==> config.mk <==
export PLATFORM = sky130hd
export DESIGN_NAME = note_recorder
export DESIGN_NICKNAME = d
export VERILOG_FILES = /design/src/rtl/note_recorder.sv
export SDC_FILE = /design/constraint.sdc
export NUM_CORES = 1
export LEC_CHECK = 0
export BUFFER_PORTS_ARGS = -buffer_cell sky130_fd_sc_hd__clkbuf_2
export CORE_UTILIZATION = 60
export CTS_CLUSTER_DIAMETER = 40
export DETAILED_ROUTE_END_ITERATION = 6
export PLACE_DENSITY_LB_ADDON = 0.2
export SLEW_MARGIN = 20
export SYNTH_ARGS = -nofsm -noshare
export SYNTH_HDL_FRONTEND = slang
export SYNTH_SLANG_ARGS = --single-unit
export TNS_END_PERCENT = 1
==> constraint.sdc <==
create_clock -name clk -period 5.6 [get_ports clk]
set_input_delay 0.28 -clock clk [delete_from_list [all_inputs] [get_ports clk]]
set_output_delay 0.28 -clock clk [all_outputs]
set_load 0.005 [all_outputs]
==> src/rtl/note_recorder.sv <==
// ----------------------------------------------------------------------------
// note_recorder
//
// Records a played melody as a list of {note, pitch, duration} entries for the
// note-memory player. Raw piano keys and pitch selector are debounced, then a
// five-state recorder (IDLE, ARMED, HOLD, GAP, DONE) measures how long each
// note and each rest lasts in ticks of TICK_CYCLES clocks. It emits one write
// strobe per finished entry.
//
// Ports
//   clk      in   system clock, rising edge
//   rst_n    in   asynchronous active-low reset
//   rec_en   in   level, high while a recording session is active
//   keys     in   [6:0] raw keys, bit i = note i (valid only when one-hot)
//   pitch    in   [2:0] octave/pitch selector, debounced together with keys
//   wr_en    out  one-cycle write strobe
//   wr_addr  out  [7:0] entry index being written
//   wr_data  out  [9:0] {note[6:0], pitch[2:0]}; note 0 = rest
//   wr_dur   out  [7:0] entry duration in ticks (1..255)
//   length   out  [7:0] entries written in this session
//   full     out  length has reached DEPTH
//   busy     out  recorder is in ARMED, HOLD or GAP
// ----------------------------------------------------------------------------
module note_recorder #(
    parameter int TICK_CYCLES     = 10000000,
    parameter int DEBOUNCE_CYCLES = 1000000,
    parameter int DEPTH           = 32
) (
    input  logic       clk,
    input  logic       rst_n,
    input  logic       rec_en,
    input  logic [6:0] keys,
    input  logic [2:0] pitch,
    output logic       wr_en,
    output logic [7:0] wr_addr,
    output logic [9:0] wr_data,
    output logic [7:0] wr_dur,
    output logic [7:0] length,
    output logic       full,
    output logic       busy
);

    localparam int DB_W = $clog2(DEBOUNCE_CYCLES + 1);
    localparam int TK_W = $clog2(TICK_CYCLES + 1);
    localparam logic [DB_W-1:0] DB_MAX   = DB_W'(DEBOUNCE_CYCLES);
    localparam logic [DB_W-1:0] DB_ONE   = DB_W'(1);
    localparam logic [TK_W-1:0] TK_MAX   = TK_W'(TICK_CYCLES - 1);
    localparam logic [TK_W-1:0] TK_ONE   = TK_W'(1);
    localparam logic [7:0]      LEN_LAST = 8'(DEPTH - 1);

    typedef enum logic [2:0] {IDLE, ARMED, HOLD, GAP, DONE} state_t;

    // Duration counter saturates at 255 ticks.
    function automatic logic [7:0] dur_add(input logic [7:0] d, input logic inc);
        if (inc && (d != 8'hFF)) return d + 8'd1;
        return d;
    endfunction

    // Every written entry lasts at least one tick.
    function automatic logic [7:0] dur_min1(input logic [7:0] d);
        return (d == 8'd0) ? 8'd1 : d;
    endfunction

    // ---------------- debounce stage ----------------
    logic [9:0]      smp;
    logic [DB_W-1:0] db_cnt;
    logic [DB_W-1:0] db_cnt_nxt;
    logic [6:0]      key_db;
    logic [2:0]      pitch_db;

    // db_cnt_nxt = number of consecutive identical samples including this one.
    always_comb begin
        db_cnt_nxt = DB_ONE;
        if ({keys, pitch} == smp)
            db_cnt_nxt = (db_cnt >= DB_MAX) ? db_cnt : db_cnt + DB_ONE;
    end

    always_ff @(posedge clk or negedge rst_n) begin
        if (!rst_n) begin
            smp      <= '0;
            db_cnt   <= '0;
            key_db   <= '0;
            pitch_db <= '0;
        end else begin
            smp    <= {keys, pitch};
            db_cnt <= db_cnt_nxt;
            if (db_cnt_nxt >= DB_MAX)
                {key_db, pitch_db} <= {keys, pitch};
        end
    end

    // ---------------- recorder stage ----------------
    state_t          state;
    logic            rec_en_q;
    logic [9:0]      held;
    logic [TK_W-1:0] tick_cnt;
    logic [7:0]      dur;

    logic            tick_done;
    logic [7:0]      dur_nxt;
    logic [9:0]      cur_nk;
    logic            key_valid;
    logic            key_chg;
    logic            last_slot;

    // dur_nxt already includes a tick completing this cycle, so an entry that
    // ends on a tick boundary gets credit for that tick.
    always_comb begin
        tick_done = (tick_cnt == TK_MAX);
        dur_nxt   = dur_add(dur, tick_done);
        cur_nk    = {key_db, pitch_db};
        key_valid = $onehot(key_db);
        key_chg   = (cur_nk != held);
        last_slot = (length == LEN_LAST);
    end

    // rec_en_q resets high so a rec_en already high at reset release is not
    // taken as a rising edge; a session needs a fresh low-to-high transition.
    always_ff @(posedge clk or negedge rst_n) begin
        if (!rst_n) begin
            state    <= IDLE;
            rec_en_q <= 1'b1;
            held     <= '0;
            tick_cnt <= '0;
            dur      <= '0;
            wr_en    <= 1'b0;
            wr_addr  <= '0;
            wr_data  <= '0;
            wr_dur   <= '0;
            length   <= '0;
            full     <= 1'b0;
            busy     <= 1'b0;
        end else begin
            wr_en    <= 1'b0;
            rec_en_q <= rec_en;
            case (state)
                IDLE: begin
                    if (rec_en && !rec_en_q) begin
                        state    <= ARMED;
                        busy     <= 1'b1;
                        length   <= '0;
                        wr_addr  <= '0;
                        full     <= 1'b0;
                        tick_cnt <= '0;
                        dur      <= '0;
                    end
                end
                ARMED: begin
                    if (!rec_en) begin
                        state <= DONE;
                        busy  <= 1'b0;
                    end else if (key_valid) begin
                        state    <= HOLD;
                        held     <= cur_nk;
                        tick_cnt <= '0;
                        dur      <= '0;
                    end
                end
                HOLD: begin
                    tick_cnt <= tick_done ? '0 : tick_cnt + TK_ONE;
                    dur      <= dur_nxt;
                    // A key change and a rec_en drop both close the held note.
                    if (key_chg || !rec_en) begin
                        wr_en    <= 1'b1;
                        wr_addr  <= length;
                        wr_data  <= held;
                        wr_dur   <= dur_min1(dur_nxt);
                        length   <= length + 8'd1;
                        tick_cnt <= '0;
                        dur      <= '0;
                        if (last_slot)
                            full <= 1'b1;
                        if (last_slot || !rec_en) begin
                            state <= DONE;
                            busy  <= 1'b0;
                        end else if (key_valid) begin
                            held <= cur_nk;
                        end else begin
                            state <= GAP;
                        end
                    end
                end
                GAP: begin
                    tick_cnt <= tick_done ? '0 : tick_cnt + TK_ONE;
                    dur      <= dur_nxt;
                    if (!rec_en) begin
                        // trailing rest is discarded
                        state <= DONE;
                        busy  <= 1'b0;
                    end else if (key_valid) begin
                        tick_cnt <= '0;
                        dur      <= '0;
                        if (dur_nxt != 8'd0) begin
                            wr_en   <= 1'b1;
                            wr_addr <= length;
                            wr_data <= '0;
                            wr_dur  <= dur_nxt;
                            length  <= length + 8'd1;
                        end
                        if ((dur_nxt != 8'd0) && last_slot) begin
                            full  <= 1'b1;
                            state <= DONE;
                            busy  <= 1'b0;
                        end else begin
                            state <= HOLD;
                            held  <= cur_nk;
                        end
                    end
                end
                DONE: begin
                    if (!rec_en)
                        state <= IDLE;
                end
                default: state <= IDLE;
            endcase
        end
    end

endmodule

== Word-level counts from Yosys, hierarchy flattened ==
Index checks and enable logic that the tools add are counted.
Word-level totals
  register bits: 123
  latch bits: 0
  memory bits (writable): 0
  memory bits (read-only): 0
  bits of input ports: 13
  output and inout bits: 37
  word-level logic and storage cells: 157
  memories kept: 0
Cells by class
  add/subtract/negate cells: 10
  multipliers: 0
  divide/modulo/power cells: 0
  magnitude comparators: 2
  equal/unequal tests: 28
  shifts and indexed selects: 0
  muxes and demuxes: 80
  bitwise operators: 0
  reduce and logical (&&, ||, !) cells: 21
Operators with widths (count)
  24-bit two-way mux: 7
  8-bit two-way mux: 21
  10-bit two-way mux: 11
  24-bit one-hot mux with 4 select lines: 1
  8-bit one-hot mux with 3 select lines: 2
  20-bit >= comparator, second input constant: 2
  20-bit two-way mux: 2
  8-bit one-hot mux with 4 select lines: 1
  3-bit two-way mux: 10
  10-bit one-hot mux with 3 select lines: 1
  2-bit inequality test, second input constant: 14
  24-bit by 1-bit adder with 24-bit output, second input constant: 1
  24-bit equality test, second input constant: 1
  7-bit AND reduction: 3
  20-bit by 1-bit adder with 20-bit output, second input constant: 1
  10-bit one-hot mux with 2 select lines: 1
  1-bit two-way mux: 18
  8-bit by 1-bit adder with 8-bit output, second input constant: 2
  8-bit one-hot mux with 2 select lines: 1
  3-bit one-hot mux with 5 select lines: 1
  3-bit inequality test, second input constant: 4
  6-bit AND reduction: 2
  10-bit equality test: 1
  10-bit inequality test: 1
  23 further kinds: 32

== Depth between registers and ports, before layout ==
  depth in word-level cells: 10
  mapped depth: 14
  mapped depth without buffers: 14

== Worst setup path after synthesis ==
Ideal clock, no wire load.
  path kind: register to register
  from: register key_db[0]
  to: register tick_cnt[22]
  setup time: 0.078 ns
  arrival: 4.183 ns
  required time: 5.522 ns
  setup slack: 1.339 ns
  cell stages (with the launch flop): 15
  buffers on the path: 0
  clock period less this slack: 4.261 ns
  cells stage by stage: dfrtp_1 inv_1 fa_1 fa_1 inv_1 fa_1 fa_1 nor3b_1 o211ai_1 a21oi_1 and4_1 nor4b_1 nand3_1 xor2_1 a21oi_1
On the way
  word-level cells in the longest chain between the ends: 7
  elaborated cells on any way between the ends: 12
  those cells by class: add/sub: 3; eq/ne: 3; mux: 4; reduce/logical: 2
RTL lines
  start, declared: RTL line 68  | logic [6:0] key_db;
  start signal, assigned: RTL line 88  | {key_db, pitch_db} <= {keys, pitch};
  1-bit by 1-bit adder with 2-bit output (not written as such): RTL line 112  | key_valid = $onehot(key_db);
  2-bit by 2-bit adder with 3-bit output (not written as such): RTL line 112
  3-bit adder (not written as such): RTL line 112
  3-bit by 1-bit equality test with 1-bit output: RTL line 112
  24-bit two-way mux: RTL line 190  | end else if (key_valid) begin
  24-bit two-way mux: RTL line 186  | if (!rec_en) begin
  24-bit one-hot mux with 4 select lines: RTL line 136  | case (state)
  end signal, assigned: RTL line 160  | tick_cnt <= tick_done ? '0 : tick_cnt + TK_ONE;
  end signal, assigned: RTL line 184  | tick_cnt <= tick_done ? '0 : tick_cnt + TK_ONE;
  end, declared: RTL line 96  | logic [TK_W-1:0] tick_cnt;
Several ways; a longest one is shown, not always the timed one.
A chain may end at the register's enable or synchronous reset.

== Worst setup path in the final report ==
  from: register key_db[0]
  to: register held[4]
On the way
  word-level cells in the longest chain between the ends: 8
  elaborated cells on any way between the ends: 14
  those cells by class: add/sub: 3; eq/ne: 4; mux: 5; reduce/logical: 2
RTL lines
  1-bit by 1-bit adder with 2-bit output (not written as such): RTL line 112
  2-bit by 2-bit adder with 3-bit output (not written as such): RTL line 112
  3-bit adder (not written as such): RTL line 112
  3-bit by 1-bit equality test with 1-bit output: RTL line 112
  10-bit two-way mux (3 in series)
  10-bit one-hot mux with 3 select lines
  end signal, assigned: RTL line 154  | held <= cur_nk;
  end signal, assigned: RTL line 177  | held <= cur_nk;
  end signal, assigned: RTL line 206  | held <= cur_nk;
  end, declared: RTL line 95  | logic [9:0] held;
Several ways; a longest one is shown, not always the timed one. The select of a mux whose other input is x is not followed.

==> flow_summary.ini <==
[synth]
yosysWarnings = 0
ys_top_cells_by_count = dfrtp_1 (122), nand2_1 (63), nor2_1 (58), o21ai_0 (53), xnor2_1 (28)
netlist.top_cell.by_area = dfrtp_1
syn_area_per_cell_um2 = 9.95
ys_ff_latch = 123
yosysMostFrequentCell = dfrtp_1
synth_cells = 654
synth_cell_types = 67
synth_flop_cell = dfrtp_1
syn_nets = 676
postSynth.asyncResetShare = 1.00
syn-cell-area_um2 = 6500
synth_edf_count = 0
synth_top_area_frac = 0.469
synthTopCellsByArea = dfrtp_1 (47%), o21ai_0 (4.1%), xnor2_1 (3.8%), nand2_1 (3.6%), nor2_1 (3.3%)
ys_seq_area_frac = 0.473

[global_route]
gr-max-usage-layer = met2
met2_usage = 0.449
grt_max_degree = 71
met3_usage = 0.0693
grt_pass1_wl_um = 25400
antenna_found_initial = 0
grt_overflow = 0
first_global_vias = 5130
grtUsageMet1 = 0.402
grt_util_all_layers = 0.290

[finish]
fin_area_um2 = 7570
fin_util = 0.727
drive_gt1_frac = 0.170
fill_cells = 755
area_growth_pct = 16.4
nets = 732
diodes = 0

[clocking]
cts_num_sinks = 123
path_clk_slew_ns = 0.06
cts_root_buffer = clkbuf_8
h-tree-depth = 4
cts_buffer_depth = 2
cts_tree = yes
cts_buffers = 17
ctsResizeCount = 0
clk-insertion-delay-late_ns = 0.53
cts_setup_buffers = 0

[floorplan]
rows = 37
fp.dieW_um = 106
core_area_um2 = 10400
start_util = 0.625
dieArea_um2 = 11300
die_y_um = 106
ios = 50

[power]
power_leakage_uw = 0.00342
power_density_nw_per_um2 = 333
finalPower_uw = 2530
vdd.ir_drop.worst_mv = 0.363

[sta]
worstMarginPinSlew_ns = 0.894
min_period_ns = 4.75
slew_viol_final = 0
rsz0062_at_grt = no
finalSetupViolCount = 0
finalCritPeriodShare = 0.848
finalClockSkew_ns = 0.00830
hold_violations = 0
setup_tns_ns = 0
slew_headroom = 0.399
fmax_mhz = 211
timing.final.ws_setup_ns = 0.850

[routing]
routed_wirelength_um = 14500
num_vias = 5203
drt-initial-drc-count = 431
drt_drc_violations_left = 0
first_pass_iters = 6
wl_per_cell_um = 16.9
viasPerCell = 6.06
ant_nets = 0

[setup_path]
critPathKind = reg -> reg
critPathLaunchType = register
required_ns = 6.01
cp-end-kind = register
cp_max_fo = 13
crit_arrival_ns = 5.16

[placed_design]
postPlaceCellArea_um2 = 6820
pre_cts_slack_ns = 0.899
hpwl_um = 9810
port_buffers = 49
gp_congestion = 0.894

[outcome]
outcome = completed

[min_path]
min_path_type = in -> async

[job]
maxCapViolations = 0
-- layout by cell type, fill, tap and decap left out, drive strengths merged, types with 20 or more instances in the layout --
cell and n:
nand3 22, xor2 20, o21ai 53, nor2 59
dfrtp 122, a21oi 25, xnor2 28, inv 21
clkbuf 67, nand2 63, mux2 26
-- flip-flops by register name (all words and copies together), names as in the netlist --
| register | cells |
|---|---|
| tick_cnt | 24 |
| db_cnt | 20 |
| held | 10 |
| smp | 10 |
| wr_data | 10 |
| dur | 8 |
| length | 8 |
| wr_addr | 8 |
| wr_dur | 8 |
| key_db | 7 |
| pitch_db | 3 |
| state | 3 |
| busy | 1 |
| full | 1 |
| rec_en_q | 1 |
| wr_en | 1 |
-- what timing repair did --
action | CTS | global route
endpoints found under the hold margin | 64 | 0
hold buffers | 12 | 0
setup endpoints to repair | 0 | 0
-- worst max-delay path, stage by stage (launching register included) --
cell     delay (ns)
dfrtp_1        0.40
inv_1          0.08
fa_1           0.49
fa_1           0.49
inv_1          0.05
fa_1           0.38
fa_1           0.47
nor3b_1        0.50
and3_1         0.30
or3_1          0.40
o311a_1        0.71
mux2_4         0.35
-- layer usage --
metal	up-vias	wire, um
li1	2468	-
met1	2564	6750
met2	156	6850
met3	15	723
met4	0	187
met5	-	0
-- final timing paths --
path | startpoint | end | slack [ns] | cells after the start
worst max-delay path | key_db[0] | held[4] | 0.85 | 11
worst min-delay path | rst_n | wr_dur[7] | 0.33 | 2
worst max register to register | key_db[0] | held[4] | 0.85 | 11
worst min register to register | tick_cnt[10] | tick_cnt[10] | 0.48 | 1
max in group asynchronous | rst_n | pitch_db[1] | 3.95 | 3
min in group clk | keys[5] | smp[8] | 0.45 | 2
-- cell type report --
class                   count  area [um2]  area share
multi-input cells         483        3210       0.424
repair buffers             66         405      0.0535
clock inverters            13         190      0.0251
well taps                 136         170      0.0225
flip-flops and latches    123        3080       0.407
clock buffers              19         442      0.0583
inverters                  19        73.8     0.00975
-- cell families (layout without fill, tap and decap cells) --
| logic type | after synthesis | after routing | share of synthesized area |
|---|---|---|---|
| XOR/XNOR | 48 | 48 | 0.0646 |
| buffers and inverters | 48 | 117 | 0.0327 |
| adder cells (fa/ha/maj) | 9 | 9 | 0.0219 |
| flip-flops | 123 | 123 | 0.473 |
| multiplexers | 33 | 33 | 0.0615 |
| AND/OR/NAND/NOR | 238 | 238 | 0.186 |
| AO/OA/AOI/OAI | 155 | 155 | 0.160 |
-- power breakdown --
part / switching [uW] / internal [uW] / leakage, uW
combinational: 226 / 134 / 0.00143
sequential: 73.1 / 936 / 0.00168
clock: 406 / 750 / 0.000309
-- per-stage QoR --
step | instances | hold WS [ns]
final | 859 | 0.326
after global routing | 859 | 0.391
after CTS | 859 | 0.343
after detailed placement | 815 | 0.356
after global placement | 815 | 0.352
after floorplan | 654 | -0.0156
(Power assumes the default switching activity.)
